===== config.mk =====
export PLATFORM = sky130hd
export DESIGN_NAME = byte_serial_adder_ctrl
export DESIGN_NICKNAME = d
export VERILOG_FILES = /design/src/rtl/byte_serial_adder_ctrl.sv
export SDC_FILE = /design/constraint.sdc
export NUM_CORES = 1
export LEC_CHECK = 0
export ABC_AREA = 1
export BUFFER_PORTS_ARGS = -buffer_cell sky130_fd_sc_hd__buf_2
export CAP_MARGIN = 20
export CORE_AREA = 5 5 154 119
export CTS_CLUSTER_SIZE = 25
export DETAILED_ROUTE_END_ITERATION = 7
export DIE_AREA = 0 0 159 124
export PLACE_DENSITY = 0.68
export SLEW_MARGIN = 15
export SYNTH_ARGS = -nofsm -noshare
export SYNTH_HDL_FRONTEND = slang
export SYNTH_SLANG_ARGS = --single-unit
export TNS_END_PERCENT = 1

===== constraint.sdc =====
create_clock -name clk -period 14.26 [get_ports clk]
set_clock_uncertainty 0.15 [all_clocks]
set_input_delay 2.852 -clock clk [delete_from_list [all_inputs] [get_ports clk]]
set_output_delay 2.852 -clock clk [all_outputs]
set_load 0.05 [all_outputs]

===== src/rtl/byte_serial_adder_ctrl.sv =====
// Byte-serial adder: {cout,sum} = a + b + cin computed one byte per cycle
// through a single shared 8-bit ripple-carry adder.

module Ripple_Carry_Adder (
    input  logic [7:0] a,
    input  logic [7:0] b,
    input  logic       cin,
    output logic       cout,
    output logic [7:0] sum
);
    logic [8:0] carry;

    always_comb begin
        // NOTE: blocking assignments in combinational logic so each carry feeds the next bit in the same pass.
        carry    = '0;
        sum      = '0;
        carry[0] = cin;
        for (int i = 0; i < 8; i++) begin
            sum[i]     = a[i] ^ b[i] ^ carry[i];
            carry[i+1] = (a[i] & b[i]) | (carry[i] & (a[i] ^ b[i]));
        end
        cout = carry[8];
    end
endmodule

module byte_serial_adder_ctrl #(
    parameter int NBYTES = 4
) (
    input  logic                clk,
    input  logic                rst_n,
    input  logic                start,
    input  logic [8*NBYTES-1:0] a,
    input  logic [8*NBYTES-1:0] b,
    input  logic                cin,
    output logic                busy,
    output logic                done,
    output logic [8*NBYTES-1:0] sum,
    output logic                cout
);
    localparam int W  = 8 * NBYTES;
    localparam int IW = $clog2(NBYTES);
    localparam logic [IW-1:0] LAST = IW'(NBYTES - 1);

    typedef enum logic [1:0] {
        IDLE = 2'd0,
        RUN  = 2'd1,
        DONE = 2'd2
    } state_t;

    state_t          state;
    logic [IW-1:0]   idx;
    logic [IW+2:0]   bofs;
    logic            c;
    logic [W-1:0]    la;
    logic [W-1:0]    lb;
    logic [W-1:0]    partial;
    logic [W-1:0]    full;
    logic [7:0]      rsum;
    logic            rcout;

    assign bofs = {idx, 3'b000};

    Ripple_Carry_Adder u_rca (
        .a    (la[bofs +: 8]),
        .b    (lb[bofs +: 8]),
        .cin  (c),
        .cout (rcout),
        .sum  (rsum)
    );

    // Partial result with the byte being computed this cycle merged in,
    // so the final edge can publish all bytes at once.
    always_comb begin
        // NOTE: assign every always_comb output a default first so no path leaves it unassigned (no latch).
        full             = partial;
        full[bofs +: 8]  = rsum;
    end

    // NOTE: every register, including the operand/partial-result storage, is cleared by the async reset.
    always_ff @(posedge clk or negedge rst_n) begin
        if (!rst_n) begin
            state   <= IDLE;
            idx     <= '0;
            c       <= 1'b0;
            la      <= '0;
            lb      <= '0;
            partial <= '0;
            sum     <= '0;
            cout    <= 1'b0;
            busy    <= 1'b0;
            done    <= 1'b0;
        end else begin
            // NOTE: non-blocking assignments for all sequential state so every register updates from pre-edge values.
            case (state)
                IDLE: begin
                    if (start) begin
                        la    <= a;
                        lb    <= b;
                        c     <= cin;
                        idx   <= '0;
                        busy  <= 1'b1;
                        state <= RUN;
                    end
                end
                RUN: begin
                    partial[bofs +: 8] <= rsum;
                    c                  <= rcout;
                    if (idx == LAST) begin
                        sum   <= full;
                        cout  <= rcout;
                        idx   <= '0;
                        busy  <= 1'b0;
                        done  <= 1'b1;
                        state <= DONE;
                    end else begin
                        idx <= idx + 1'b1;
                    end
                end
                DONE: begin
                    done  <= 1'b0;
                    state <= IDLE;
                end
                default: begin
                    busy  <= 1'b0;
                    done  <= 1'b0;
                    state <= IDLE;
                end
            endcase
        end
    end
endmodule


==> results of run 1 <==
[how the worst min path moves through the flow]
stage | end | slack, ns | cells after the start
floorplan | la[21] | 0.29 | 2
finish | la[23] | 0.32 | 2
global route | sum[10] | 0.35 | 2
CTS | la[23] | 0.32 | 2
global placement | la[21] | 0.30 | 2
detailed placement | la[13] | 0.30 | 2
[state kept, by name (all words and copies together) (netlist names)]
| name | count |
|---|---|
| busy | 1 |
| c | 1 |
| cout | 1 |
| done | 1 |
| idx | 2 |
| la | 32 |
| lb | 32 |
| partial | 32 |
| state | 2 |
| sum | 32 |
[routing by layer]
metal	vias up	share of wire [%]	track usage [%]	routed length [µm]
met5	-	0	0	0
met4	0	0.71	4.05	114
met3	9	5.0	4.00	804
met2	131	41	24.3	6620
met1	2435	53	26.7	8580
li1	2728	-	-	-
[worst reg2reg max path, delay by kind of cell, from the launching register on]
| kind | cells | cell delay, ns |
|---|---|---|
| AO/OA/AOI/OAI | 1 | 0.10 |
| adder cells (fa/ha/maj) | 8 | 2.86 |
| buffers and inverters | 4 | 0.87 |
| flip-flops | 1 | 0.73 |
| AND/OR/NAND/NOR | 5 | 0.66 |
[power groups by stage]
stage / Combinational (W) / Sequential [W] / Clock [W]
6_report: 0.000944 / 0.000649 / 0.000442
5_1_grt: 0.00107 / 0.000670 / 0.000466
4_1_cts: 0.000955 / 0.000648 / 0.000447
3_5_place_dp: 0.000952 / 0.000650 / 0
3_3_place_gp: 0.000941 / 0.000650 / 0
2_1_floorplan: 0.000592 / 0.000760 / 0
[stage by stage]
stage / cell area (µm²) / hold WS (ns) / worst slack [ns] / power, W
finish: 7650 / 0.316 / 8.78 / 0.00204
CTS: 7620 / 0.318 / 8.77 / 0.00205
global placement: 7030 / 0.301 / 8.95 / 0.00159
floorplan: 6480 / 0.287 / 9.69 / 0.00135
global route: 7650 / 0.346 / 8.37 / 0.00220
detailed placement: 7030 / 0.304 / 8.79 / 0.00160
[cells in the mapped netlist (all sizes together)]
master	number
a21oi	1
buf	32
clkbuf	7
clkinv	1
dfrtp	136
fa	8
ha	6
inv	31
nand2	513
nand3	54
nor2	26
o21ai	11
o21bai	6
o22ai	5
[cell type report]
| class | instances | area (µm²) |
|---|---|---|
| fillers | 1625 | 8920 |
| flip-flops and latches | 136 | 3400 |
| multi-input cells | 630 | 2700 |
| repair buffers | 106 | 563 |
| clock buffers | 19 | 453 |
| well taps | 215 | 269 |
| clock inverters | 12 | 141 |
| inverters | 32 | 120 |
[cells by family after synthesis]
logic type | count (synthesis)
AOI/OAI and AO/OA | 23
buffers and inverters | 71
adders and majority gates | 14
DFF | 136
and+or+nand+nor | 593
==> flow_summary.ini, run 1 <==
[clock_tree]
clockBufferDepth = 2
insertion_delay_ns = 0.42
htreeDepth = 4
cts_hold_buf = 0
ctsResizeCount = 0
cts_buffers = 17
cts_setup_buffers = 0
cts.reportedPaths.clkPinSlew_ns = 0.06
root_buffer = clkbuf_16
clock_sinks = 136
cts_tree = yes

[global_route]
grt_pass1_vias = 5311
grt_pass1_wl_um = 27400
grt_max_degree = 82
grt_usage_pct = 17.2
grt_overflow = 0
antenna_found_initial = 0

[synth]
synthTopCellsByArea = dfrtp_1 52%, nand2_1 30%, nand3_1 4.2%
synth-simple-area-share_pct = 35.8
syn-cell-area_um2 = 6480
synth_xor_area_share_pct = 0
yosys_warnings = 0
synth_seq_cells = 136
synth_top_area_share_pct = 52.5
synth_compound_area_share_pct = 2.10
yosys.area.top_type = dfrtp_1
synth_cells = 837
synthAdderAreaFrac_pct = 3.63
syn_nets = 919
muxShareOfSynthArea_pct = 0
synth_cell_types = 20
synth_top_family_by_area = simple AND/OR/NAND/NOR gates
avgSynthCellArea_um2 = 7.75
yosysSeqAreaShare_pct = 52.5

[pwr]
power.internal_w = 0.00108
p_leak_nw = 4.38
power_density_nw_per_um2 = 266
clock_power_share_pct = 21.7
p_switching_w = 0.000958
swShare_pct = 47.1
pwr-share-seq_pct = 31.9
combPwrFrac_pct = 46.4
ir_worst_vdd_uv = 107

[critical_path]
regToRegSetupSlack_ns = 8.78
endpoint = partial[31]
worst-path-stages = 18
worstRegToRegCells = 18
crit_family = adder cells
setup.worst_path.start = idx[1]
critPathArrivalTime_ns = 5.64
crit_path_max_incr_delay_ns = 0.73
crit_type = reg2reg
worstPathRequired_ns = 14.41
crit_buf_inv = 4
path_max_fanout = 20
cp_common_cell = fa_1
endpoint_kind = flop
r2r_start = idx[1]
reg2reg_to = partial[31]
cp_slowest_cell = dfrtp_1
cp_cell_sequence = clkinv_1 > nand3_1 > nand2_1 > fa_1 > fa_1 > fa_1 > fa_1 > fa_1 > inv_1 > fa_1 > inv_1 > fa_1 > inv_1 > fa_1 > nand3_1 > o21bai_1 > nand2_1 > nand2_1
crit_path_start_kind = flop

[route]
drc = 0
via_per_inst = 4.61
drt-pass1-iter-count = 4
drtIter0Drc = 400
postRouteWirelength_um = 16100
ant_nets = 0
avgRoutedWirePerCell_um = 14.0
vias = 5303

[die]
fp.dieH_um = 124
die-area_um2 = 19700
die_w_um = 159
placementRows = 41
ios = 103
core_area_um2 = 16600
start_util_pct = 39.1

[timing]
fin_tns_setup_ns = 0
drv_slew = 0
fin_crit_ns = 5.48
hold_viol_final = 0
fmaxAchievable_ghz = 0.182
setup_violations = 0
rsz0062_at_grt = no
slew_headroom_pct = 31.5
finalCritPeriodShare_pct = 38.5
worstMarginPinSlew_ns = 1.03

[hold_path]
hold_class = reg2reg
min_from = la[23]

[layout]
syn_to_final_growth_pct = 17.9
layout-drive-gt1-share_pct = 15.6
final_cell_mix = 512 x nand2_1, 136 x dfrtp_1, 101 x buf_2, 54 x nand3_1, 26 x inv_1
fin_util_pct = 46.2
antenna_cells = 0
final_cell_count_no_fill = 1150
final_common_cell = nand2_1
nets = 1005

[placed_design]
dp.cells = 1118
place_congestion = 0.825
dp_hpwl_um = 11200
port_buffers = 102

[job]
timing.max_cap.violations = 0

[outcome]
status = finished clean
(Power assumes the default switching activity.)
==> run 2, diff against run 1 <==
Clock period 14.26 ns to 5.1 ns, I/O delays scaled along.
==> run 2 against run 1 <==
Compared with the run above: total power rose to 2.8 times the previous value; first-iteration DRC count up 14%; register-to-register slack lost 8.3 ns; global-route usage is 0.37 points higher; critical endpoint is now sum[31].
==> flow_summary.ini, run 2 (same netlist as run 1, synthesis figures left out) <==
[clock_tree]
clock_sinks = 136
cts_hold_buf = 0
clockBufferDepth = 2
insertion_delay_ns = 0.42
cts_tree = yes
htreeDepth = 4
ctsResizeCount = 0
root_buffer = clkbuf_16
cts_setup_buffers = 0
cts.reportedPaths.clkPinSlew_ns = 0.06
cts_buffers = 17

[route]
drt-pass1-iter-count = 5
drc = 0
postRouteWirelength_um = 16300
drtIter0Drc = 456
vias = 5396
avgRoutedWirePerCell_um = 14.1
via_per_inst = 4.67
ant_nets = 0

[timing]
finalCritPeriodShare_pct = 90.7
slew_headroom_pct = 33.2
fin_crit_ns = 4.63
hold_viol_final = 0
fin_tns_setup_ns = 0
fmaxAchievable_ghz = 0.216
setup_violations = 0
worstMarginPinSlew_ns = 1.00
rsz0062_at_grt = no
drv_slew = 0

[layout]
nets = 1009
antenna_cells = 0
final_common_cell = nand2_1
syn_to_final_growth_pct = 18.2
layout-drive-gt1-share_pct = 16.0
final_cell_mix = 512 x nand2_1, 136 x dfrtp_1, 101 x buf_2, 54 x nand3_1, 26 x inv_1
final_cell_count_no_fill = 1155

[die]
placementRows = 41
die-area_um2 = 19700
core_area_um2 = 16600
fp.dieH_um = 124
ios = 103
die_w_um = 159
start_util_pct = 39.1

[outcome]
status = finished clean

[critical_path]
cp_slowest_cell = dfrtp_1
crit_buf_inv = 4
crit_path_start_kind = flop
critPathArrivalTime_ns = 4.79
worstPathRequired_ns = 5.26
crit_type = reg2reg
cp_cell_sequence = buf_4 > nand2_1 > nand3_1 > nand2_1 > fa_1 > fa_1 > fa_1 > fa_1 > fa_1 > inv_1 > fa_1 > inv_1 > fa_1 > inv_1 > fa_1 > nand3_1 > o21bai_1 > nand2_1 > nand2_1
crit_path_max_incr_delay_ns = 0.48
crit_family = adder cells
path_max_fanout = 14
endpoint_kind = flop
cp_common_cell = fa_1

[placed_design]
place_congestion = 0.801
dp.cells = 1123
port_buffers = 102
dp_hpwl_um = 11400

[hold_path]
hold_class = reg2reg

[global_route]
grt_pass1_wl_um = 27800
grt_overflow = 0
antenna_found_initial = 0
grt_usage_pct = 17.6
grt_pass1_vias = 5444
grt_max_degree = 80

[job]
timing.max_cap.violations = 0

[pwr]
p_leak_nw = 4.40
power_density_nw_per_um2 = 747
ir_worst_vdd_uv = 305
==> run 2: final timing paths <==
check	startpoint	endpoint	slack [ns]	cells past startpoint
min in group asynchronous	rst_n	la[5]	0.51	1
worst max register to register	idx[0]	sum[31]	0.47	19
worst min register to register	sum[10]	sum[10]	0.32	2
worst min-delay path	sum[10]	sum[10]	0.32	2
worst max-delay path	idx[0]	sum[31]	0.47	19
max in group asynchronous	rst_n	sum[21]	3.41	2
==> run 2: layout make-up <==
cell class / instances / area, µm²
clock inverters: 13 / 144
clock buffers: 19 / 443
multi-input cells: 630 / 2700
fillers: 1659 / 8910
repair buffers: 110 / 586
flip-flops and latches: 136 / 3400
inverters: 32 / 120
well taps: 215 / 269
==> run 2: tightest hold or removal path: stages, from the launching register on <==
cell     delay [ns]
dfrtp_1        0.33
nand2_1        0.05
nand2_1        0.05
==> run 2: power breakdown <==
part,internal [W],switching [W],total (W)
Sequential,0.00152,0.000293,0.00182
Clock,0.000737,0.000479,0.00122
Combinational,0.000769,0.00192,0.00269
Total,0.00303,0.00270,0.00573
==> run 2: routing by layer <==
layer	vias up	track usage, %	wire, µm
met5	-	0	0
met4	0	3.84	129
met3	14	5.03	1040
met2	145	25.4	6700
met1	2497	26.3	8460
li1	2740	-	-
==> run 2: through the flow <==
stage	setup slack [ns]	power, W	area (µm²)	utilization (%)	hold WS, ns
2_1_floorplan	0.527	0.00378	6480	-	0.287
3_3_place_gp	0.557	0.00450	7080	42.7	0.306
3_5_place_dp	0.485	0.00453	7080	42.7	0.310
4_1_cts	0.483	0.00577	7660	46.3	0.325
5_1_grt	0.168	0.00621	7660	46.3	0.340
6_report	0.473	0.00573	7660	46.3	0.319
